**src/rtl/mdu_pkg.sv**
```systemverilog
// Shared types and decode for the RV64M multiply/divide sequencer.
// The ALU_* values mirror the core's define.v encodings for the M-extension ops.
package mdu_pkg;

    localparam int N64 = 64;
    localparam int N32 = 32;

    localparam logic [4:0] ALU_MUL    = 5'd16;
    localparam logic [4:0] ALU_MULH   = 5'd17;
    localparam logic [4:0] ALU_MULHSU = 5'd18;
    localparam logic [4:0] ALU_MULHU  = 5'd19;
    localparam logic [4:0] ALU_DIV    = 5'd20;
    localparam logic [4:0] ALU_DIVU   = 5'd21;
    localparam logic [4:0] ALU_REM    = 5'd22;
    localparam logic [4:0] ALU_REMU   = 5'd23;
    localparam logic [4:0] ALU_MULW   = 5'd24;
    localparam logic [4:0] ALU_DIVW   = 5'd25;
    localparam logic [4:0] ALU_DIVUW  = 5'd26;
    localparam logic [4:0] ALU_REMW   = 5'd27;
    localparam logic [4:0] ALU_REMUW  = 5'd28;

    typedef enum logic [2:0] {IDLE, PREP, CALC, FIXUP, DONE} mdu_state_t;

    typedef struct packed {
        logic is_mul;
        logic is_div;
        logic is_rem;
        logic is_high;
        logic is_w;
        logic s1_signed;
        logic s2_signed;
    } op_class_t;

    // Non-M opcodes decode to all zeros, which the sequencer treats as "not mine".
    function automatic op_class_t decode_op(input logic [4:0] aluop);
        op_class_t c;
        c = '0;
        case (aluop)
            ALU_MUL:    begin c.is_mul = 1'b1; c.s1_signed = 1'b1; c.s2_signed = 1'b1; end
            ALU_MULH:   begin c.is_mul = 1'b1; c.is_high = 1'b1; c.s1_signed = 1'b1; c.s2_signed = 1'b1; end
            ALU_MULHSU: begin c.is_mul = 1'b1; c.is_high = 1'b1; c.s1_signed = 1'b1; end
            ALU_MULHU:  begin c.is_mul = 1'b1; c.is_high = 1'b1; end
            ALU_DIV:    begin c.is_div = 1'b1; c.s1_signed = 1'b1; c.s2_signed = 1'b1; end
            ALU_DIVU:   begin c.is_div = 1'b1; end
            ALU_REM:    begin c.is_div = 1'b1; c.is_rem = 1'b1; c.s1_signed = 1'b1; c.s2_signed = 1'b1; end
            ALU_REMU:   begin c.is_div = 1'b1; c.is_rem = 1'b1; end
            ALU_MULW:   begin c.is_mul = 1'b1; c.is_w = 1'b1; c.s1_signed = 1'b1; c.s2_signed = 1'b1; end
            ALU_DIVW:   begin c.is_div = 1'b1; c.is_w = 1'b1; c.s1_signed = 1'b1; c.s2_signed = 1'b1; end
            ALU_DIVUW:  begin c.is_div = 1'b1; c.is_w = 1'b1; end
            ALU_REMW:   begin c.is_div = 1'b1; c.is_rem = 1'b1; c.is_w = 1'b1; c.s1_signed = 1'b1; c.s2_signed = 1'b1; end
            ALU_REMUW:  begin c.is_div = 1'b1; c.is_rem = 1'b1; c.is_w = 1'b1; end
            default:    c = '0;
        endcase
        return c;
    endfunction

    function automatic logic [63:0] w_fix(input logic [63:0] r, input logic is_w);
        return is_w ? {{32{r[31]}}, r[31:0]} : r;
    endfunction

endpackage

```
**src/rtl/mdu_div_step.sv**
```systemverilog
// One restoring-division iteration: shift the next dividend bit into the
// partial remainder and subtract the divisor if it fits.
module mdu_div_step (
    input  logic [64:0] rem_i,
    input  logic        dvd_msb_i,
    input  logic [63:0] dvs_i,
    output logic [64:0] rem_o,
    output logic        q_bit_o
);

    logic [65:0] diff;

    always_comb begin
        // rem_i[64] is always zero between steps, so the trial difference fits in 66 bits.
        diff    = {rem_i, dvd_msb_i} - {2'b00, dvs_i};
        q_bit_o = ~diff[65];
        rem_o   = q_bit_o ? diff[64:0] : {rem_i[63:0], dvd_msb_i};
    end

endmodule

```
**src/rtl/mdu_seq.sv**
```systemverilog
// Multi-cycle RV64M sequencer: iterative shift-add multiply and restoring divide.
// Define MDU_FAST_MUL_EN to compute all MUL* ops with a single-cycle product in PREP.
module mdu_seq
    import mdu_pkg::*;
#(
    parameter int XLEN = 64
) (
    input  logic            clk,
    input  logic            rst,
    input  logic            start_i,
    input  logic [4:0]      aluop_i,
    input  logic [XLEN-1:0] operand1_i,
    input  logic [XLEN-1:0] operand2_i,
    input  logic            kill_i,
    output logic            busy_o,
    output logic            stall_o,
    output logic            done_o,
    output logic [XLEN-1:0] result_o
);

    mdu_state_t state_q;
    op_class_t  op_q, dec_op;
    logic [6:0]  cnt_q, last_cnt;
    logic [63:0] op1_q, op2_q, dvd_q, result_q;
    logic [64:0] rem_q, rem_d;
    logic        neg_q, neg_rem_q, busy_q, done_q;
    logic        is_m_op, accept, q_bit;
    logic        sign_a, sign_b, div_zero, div_ovf;
    logic [63:0] a_ext, b_ext, abs_a, abs_b, min_neg, special_res;
    logic [63:0] dvd_d, quo_fix, rem_fix, fix_res;
`ifdef MDU_FAST_MUL_EN
    logic [127:0] fast_a, fast_b, fast_prod;
    logic [63:0]  fast_res;
`else
    logic [127:0] acc_q, acc_d, prod, prod_s;
    logic [64:0]  acc_sum;
    logic [63:0]  mul_res;
`endif

    assign dec_op  = decode_op(aluop_i);
    assign is_m_op = dec_op.is_mul | dec_op.is_div;
    assign accept  = start_i & (state_q == IDLE) & is_m_op & ~kill_i;
    assign stall_o = (start_i & (state_q == IDLE) & is_m_op) | busy_q;
    assign busy_o   = busy_q;
    assign done_o   = done_q;
    assign result_o = result_q;

    // Operand conditioning in PREP: W extension, magnitudes and the special divide cases.
    always_comb begin
        a_ext = op_q.is_w ? {{32{op_q.s1_signed & op1_q[31]}}, op1_q[31:0]} : op1_q;
        b_ext = op_q.is_w ? {{32{op_q.s2_signed & op2_q[31]}}, op2_q[31:0]} : op2_q;
        sign_a = op_q.s1_signed & a_ext[63];
        sign_b = op_q.s2_signed & b_ext[63];
        abs_a  = sign_a ? (64'd0 - a_ext) : a_ext;
        abs_b  = sign_b ? (64'd0 - b_ext) : b_ext;
        min_neg  = op_q.is_w ? 64'hFFFF_FFFF_8000_0000 : 64'h8000_0000_0000_0000;
        div_zero = op_q.is_div & (b_ext == 64'd0);
        div_ovf  = op_q.is_div & op_q.s1_signed & (a_ext == min_neg) & (&b_ext);
        if (div_zero) special_res = op_q.is_rem ? a_ext : {64{1'b1}};
        else          special_res = op_q.is_rem ? 64'd0 : a_ext;
        last_cnt = op_q.is_w ? 7'(N32 - 1) : 7'(N64 - 1);
    end

    mdu_div_step u_div_step (
        .rem_i     (rem_q),
        .dvd_msb_i (dvd_q[63]),
        .dvs_i     (op2_q),
        .rem_o     (rem_d),
        .q_bit_o   (q_bit)
    );
    assign dvd_d = {dvd_q[62:0], q_bit};

`ifdef MDU_FAST_MUL_EN
    always_comb begin
        fast_a    = {{64{sign_a}}, a_ext};
        fast_b    = {{64{sign_b}}, b_ext};
        fast_prod = fast_a * fast_b;
        fast_res  = w_fix(op_q.is_high ? fast_prod[127:64] : fast_prod[63:0], op_q.is_w);
    end
`else
    // Multiplier bits retire from acc_q[0]; the partial product grows in the high half.
    always_comb begin
        acc_sum = {1'b0, acc_q[127:64]} + (acc_q[0] ? {1'b0, op1_q} : 65'd0);
        acc_d   = {acc_sum, acc_q[63:1]};
        prod    = op_q.is_w ? {32'd0, acc_q[127:32]} : acc_q;
        prod_s  = neg_q ? (128'd0 - prod) : prod;
        mul_res = op_q.is_high ? prod_s[127:64] : prod_s[63:0];
    end
`endif

    always_comb begin
        quo_fix = neg_q ? (64'd0 - dvd_q) : dvd_q;
        rem_fix = neg_rem_q ? (64'd0 - rem_q[63:0]) : rem_q[63:0];
`ifdef MDU_FAST_MUL_EN
        fix_res = w_fix(op_q.is_rem ? rem_fix : quo_fix, op_q.is_w);
`else
        fix_res = w_fix(op_q.is_mul ? mul_res : (op_q.is_rem ? rem_fix : quo_fix), op_q.is_w);
`endif
    end

    always_ff @(posedge clk) begin
        if (rst) begin
            state_q <= IDLE;  op_q <= '0;  cnt_q <= '0;
            op1_q <= '0;  op2_q <= '0;  dvd_q <= '0;  rem_q <= '0;
            neg_q <= 1'b0;  neg_rem_q <= 1'b0;
            busy_q <= 1'b0;  done_q <= 1'b0;  result_q <= '0;
`ifndef MDU_FAST_MUL_EN
            acc_q <= '0;
`endif
        end else begin
            done_q <= 1'b0;
            case (state_q)
                IDLE: if (accept) begin
                    op_q <= dec_op;  op1_q <= operand1_i;  op2_q <= operand2_i;
                    state_q <= PREP;  busy_q <= 1'b1;
                end
                PREP: begin
                    if (kill_i) begin
                        state_q <= IDLE;  busy_q <= 1'b0;
                    end else if (div_zero | div_ovf) begin
                        result_q <= w_fix(special_res, op_q.is_w);
                        state_q <= DONE;  done_q <= 1'b1;
`ifdef MDU_FAST_MUL_EN
                    end else if (op_q.is_mul) begin
                        result_q <= fast_res;
                        state_q <= DONE;  done_q <= 1'b1;
`endif
                    end else begin
                        cnt_q <= '0;
                        neg_q <= sign_a ^ sign_b;  neg_rem_q <= sign_a;
                        op1_q <= abs_a;  op2_q <= abs_b;  rem_q <= '0;
                        // W divides consume only 32 dividend bits, so left-align them.
                        dvd_q <= op_q.is_w ? {abs_a[31:0], 32'd0} : abs_a;
`ifndef MDU_FAST_MUL_EN
                        acc_q <= {64'd0, op_q.is_w ? {32'd0, abs_b[31:0]} : abs_b};
`endif
                        state_q <= CALC;
                    end
                end
                CALC: begin
                    if (kill_i) begin
                        state_q <= IDLE;  busy_q <= 1'b0;
                    end else begin
`ifndef MDU_FAST_MUL_EN
                        if (op_q.is_mul) acc_q <= acc_d;
`endif
                        if (op_q.is_div) begin
                            rem_q <= rem_d;  dvd_q <= dvd_d;
                        end
                        if (cnt_q == last_cnt) state_q <= FIXUP;
                        else                   cnt_q <= cnt_q + 7'd1;
                    end
                end
                FIXUP: begin
                    if (kill_i) begin
                        state_q <= IDLE;  busy_q <= 1'b0;
                    end else begin
                        result_q <= fix_res;
                        state_q <= DONE;  done_q <= 1'b1;
                    end
                end
                DONE: begin
                    state_q <= IDLE;  busy_q <= 1'b0;
                end
                default: begin
                    state_q <= IDLE;  busy_q <= 1'b0;
                end
            endcase
        end
    end

endmodule
```
**config.mk**
```make
export PLATFORM = sky130hd
export DESIGN_NAME = mdu_seq
export DESIGN_NICKNAME = d
export VERILOG_FILES = /design/src/rtl/mdu_pkg.sv /design/src/rtl/mdu_div_step.sv /design/src/rtl/mdu_seq.sv
export SDC_FILE = /design/constraint.sdc
export NUM_CORES = 2
export LEC_CHECK = 0
export BUFFER_PORTS_ARGS = -buffer_cell sky130_fd_sc_hd__buf_2
export CAP_MARGIN = 30
export CORE_MARGIN = 2
export CORE_UTILIZATION = 28
export DETAILED_ROUTE_END_ITERATION = 10
export PLACE_DENSITY = 0.42
export SYNTH_ARGS = -nofsm -noshare
export SYNTH_HDL_FRONTEND = slang
export SYNTH_SLANG_ARGS = --single-unit
export TNS_END_PERCENT = 20
```
**constraint.sdc**
```tcl
create_clock -name clk -period 5.4 [get_ports clk]
set_input_delay 0.81 -clock clk [delete_from_list [all_inputs] [get_ports clk]]
set_output_delay 0.81 -clock clk [all_outputs]
set_load 0.02 [all_outputs]
```
==> key figures <==
Outcome
  – Status: finished, final reports clean

Synthesis
  – Netlist cell types: 105
  – Mapped Cells: 6,137
  – Multiplexer share of the synthesized area: 0.03897
  – Syn. warnings: 0
  – Synth Register Bits: 470
  – Syn Area/Cell: 7.016 um^2
  – Cell Area, Synth: 43,060 um^2
  – Syn_nets: 6,411
  – EDFF count, synth: 0
  – Top FF cell, synth: dfxtp_1
  – Synth Area in Simple Gates: 0.2595
  – Asr flop ratio synth: 0
  – Register area share after synthesis: 0.2185
  – Post-Synth Adder-Cell Area: 0.04853
  – Post-Synth XOR/XNOR Area: 0.08483
  – Main combinational cell family by area after synthesis: compound AO/OA/AOI/OAI gates
  – Post-synthesis compound-gate area fraction: 0.2876

Floorplan
  – Core Box Area: 152,300 um^2
  – DIE WIDTH: 396.1 um
  – Die height: 396.1 um
  – Initial Util: 0.2828
  – Rows: 143
  – # IOs: 204
  – Die area: 156,900 um^2

Clock tree
  – Clock latency at the later pin of the worst-skew pair: 730 ps
  – Setup Fix Bufs, Post-CTS: 0
  – # resized after CTS: 0
  – Clock Tree Root: clkbuf_16
  – Sink Count: 470
  – H-tree lvl count: 3
  – Hold_buf cts: 0
  – Cts bufs inserted: 68
  – CTS max path bufs: 3
  – CTS tree: done
  – Clock-pin slew on the worst setup and hold paths: 60 ps

Route
  – Post-route DRC: 0
  – Initial DRT Pass Iterations: 9
  – DR vias: 50,540
  – Initial DRC Count: 6,533
  – Final antenna-violating net count: 0
  – Via-per-instance ratio: 6.063
  – Drt wl/cell: 31.94 um
  – WL final: 266,300 um

Critical path
  – Critical Path AT: 5730 ps
  – Worst stage delay on the critical path: 730 ps
  – R2R cell count: 10
  – Crit. End Element: register
  – CP Max Fanout: 26
  – Worst Setup Start Kind: register
  – Reg2Reg Capture Point: result_o[56]$_SDFFE_PP0P_
  – Crit-path cells: or4_1 -> nor4b_1 -> nand4b_1 -> a2111oi_4 -> nor3_1 -> or3_1 -> buf_4 -> nor4_1 -> buf_4 -> nor4_1
  – CP Data Required Time: 5980 ps
  – CP Class: reg -> reg
  – CP max-delay cell: a2111oi_4
  – Reg2reg setup slack: 250 ps
  – Worst R2R Start: op2_q[25]$_SDFFE_PP0P_

STA
  – Max Fclk: 0.1942 GHz
  – Slew HR: 0.2340
  – Min Tclk post-route: 5149 ps
  – Max Slew Vio Count: 0
  – Clk_skew: 56.99 ps
  – Final Hold Viols: 0
  – Worst hold slack: 388.9 ps
  – Unrepaired setup endpoints after global routing: false
  – # setup viols final: 0
  – Setup TNS: 0 ps
  – Worst slew pin tran: 1142 ps
  – Final worst path period share: 0.9535

Placed design
  – Port-buffer cells: 203
  – Post-DP Area: 47,400 um^2
  – Gpl congestion: 1.057
  – Post-DP HPWL: 210,000 um
  – Placed cells: 8,200

Final layout
  – FF+latch area: 9422 um^2
  – Area of the multi-input gates: 31,100 um^2
  – Design area: 49,680 um^2
  – Layout area overhead: 15.39%
  – # fillers: 16,720
  – NumNets Final: 6,514
  – Final cell count without fillers: 8,335
  – Layout cell share with drive strength beyond 1: 0.1243
  – Post-layout util: 0.3263

Power and ir drop
  – Cell Pwr Density: 212.8 nW/um^2
  – VDD IR max: 0.2145 mV
  – Leakage: 0.01927 uW

Worst hold path
  – Worst Hold Endpoint: op1_q[62]$_SDFFE_PP0P_
  – Hold Crit Start: operand1_i[62]
  – Worst hold path stage count: 3
  – Tightest Hold Check Type: in -> reg

Global routing
  – Overall routing resource usage: 0.3255
  – Initial antenna violation count: 24
  – Largest net degree at the start of global routing: 154
  – Vias in the first global route: 46,710
  – Overflow after GRT: 0
  – First-pass GRT wire length: 368,400 um

Flow run
  – # Max-Cap Violations: 0
## synth_stat cells (29+ instances only)
cell type,instances,share of area
a221oi_1,62,0.013
clkbuf_1,373,0.033
and2_1,85,0.012
o211ai_1,114,0.020
a21o_1,57,0.0099
nor4_1,95,0.014
or3_1,71,0.010
xnor2_1,224,0.046
mux2_2,29,0.0076
mux2i_1,130,0.030
o31ai_1,100,0.017
buf_2,76,0.0088
nor3b_1,38,0.0066
o21ai_0,440,0.051
xor2_1,193,0.039
or2_2,35,0.0051
o22ai_1,37,0.0054
inv_1,144,0.013
dfxtp_1,470,0.22
nor2_1,588,0.051
maj3_1,36,0.0084
a211oi_1,93,0.016
nor3_1,240,0.028
nand2b_1,39,0.0057
nand3_1,153,0.018
o41ai_1,36,0.0073
a21oi_1,562,0.065
nand4_1,85,0.012
a22oi_1,36,0.0063
o21bai_1,30,0.0052
and3_1,35,0.0051
buf_1,32,0.0028
nand2_1,709,0.062
ha_1,135,0.039
a31oi_1,93,0.014
or4_1,46,0.0080
## per-stage QoR
step,power (uW),worst slack [ps]
4_1_cts,10580,304.6
2_1_floorplan,4917,447.3
3_3_place_gp,5899,413.8
5_1_grt,10890,108.2
6_report,10570,251.2
3_5_place_dp,5889,354.4
## final cells by class
cell class              instances  area share
multi-input cells            5016      0.6260
clock buffers                  90     0.03856
well taps                    2030     0.05113
repair buffers                534     0.07598
flip-flops and latches        470      0.1896
diodes                         14   0.0007052
inverters                     150     0.01133
clock inverters                31    0.006674
## layout by cell type, fill, tap and decap left out, types with 37 or more instances in the layout
master and n:
a211oi_1 93, a21o_1 57, a21oi_1 562, a221oi_1 62
a31oi_1 93, and2_1 84, buf_2 203, buf_4 308
clkbuf_16 69, dfxtp_1 464, ha_1 135, inv_1 144
mux2i_1 130, nand2_1 708, nand2b_1 38, nand3_1 153
nand4_1 85, nor2_1 581, nor3_1 238, nor3b_1 38
nor4_1 93, o211ai_1 114, o21ai_0 440, o22ai_1 37
o31ai_1 100, or3_1 71, or4_1 46, xnor2_1 224
xor2_1 193
## metal layers
layer  track usage  wire [um]  part of all wire
met1        0.4269     111700              0.42
met2        0.4882     112200              0.42
met3       0.07094      23410             0.088
met4        0.1905      18890             0.071
met5             0         64           0.00024
## state kept, by name, indices dropped and copies added (netlist names), 3 cells and up
name	flops
rem_q	65
acc_q	128
op1_q	64
state_q	3
op_q	7
op2_q	64
cnt_q	7
result_o	64
dvd_q	64
## logic make-up (layout without fill, tap and decap cells)
kind of cell    count (synthesis)  in the layout
mux                           162            162
simple gates                 2328           2328
fa+ha+maj                     173            173
other cells                     0             14
flops                         470            470
xor+xnor                      417            417
buf+inv                       651            805
compound gates               1936           1936
## critical path: cells and delay by family, from the launching register on
family | cells | cell delay, ps
flops | 1 | 410
compound gates | 1 | 730
buf+inv | 2 | 590
simple gates | 7 | 3290
## worst max-delay path by stage
stage | startpoint | endpoint | depth (start not counted)
final | op2_q[25]$_SDFFE_PP0P_ | result_o[56]$_SDFFE_PP0P_ | 10
after detailed placement | op2_q[0]$_SDFFE_PP0P_ | rem_q[26]$_SDFFE_PP0P_ | 13
after floorplan | op_q[2]$_SDFFE_PP0P_ | result_o[16]$_SDFFE_PP0P_ | 22
after global placement | op2_q[25]$_SDFFE_PP0P_ | result_o[56]$_SDFFE_PP0P_ | 10
after global routing | op2_q[25]$_SDFFE_PP0P_ | result_o[56]$_SDFFE_PP0P_ | 10
after CTS | op2_q[0]$_SDFFE_PP0P_ | rem_q[26]$_SDFFE_PP0P_ | 13
## where the power goes
group / leakage, uW / switching [uW] / internal [uW]
sequential: 0.00380 / 136 / 3520
combinational: 0.0144 / 1480 / 747
clock: 0.00110 / 2020 / 2670
total: 0.0193 / 3640 / 6940
Power figures use the tool's default switching activity.
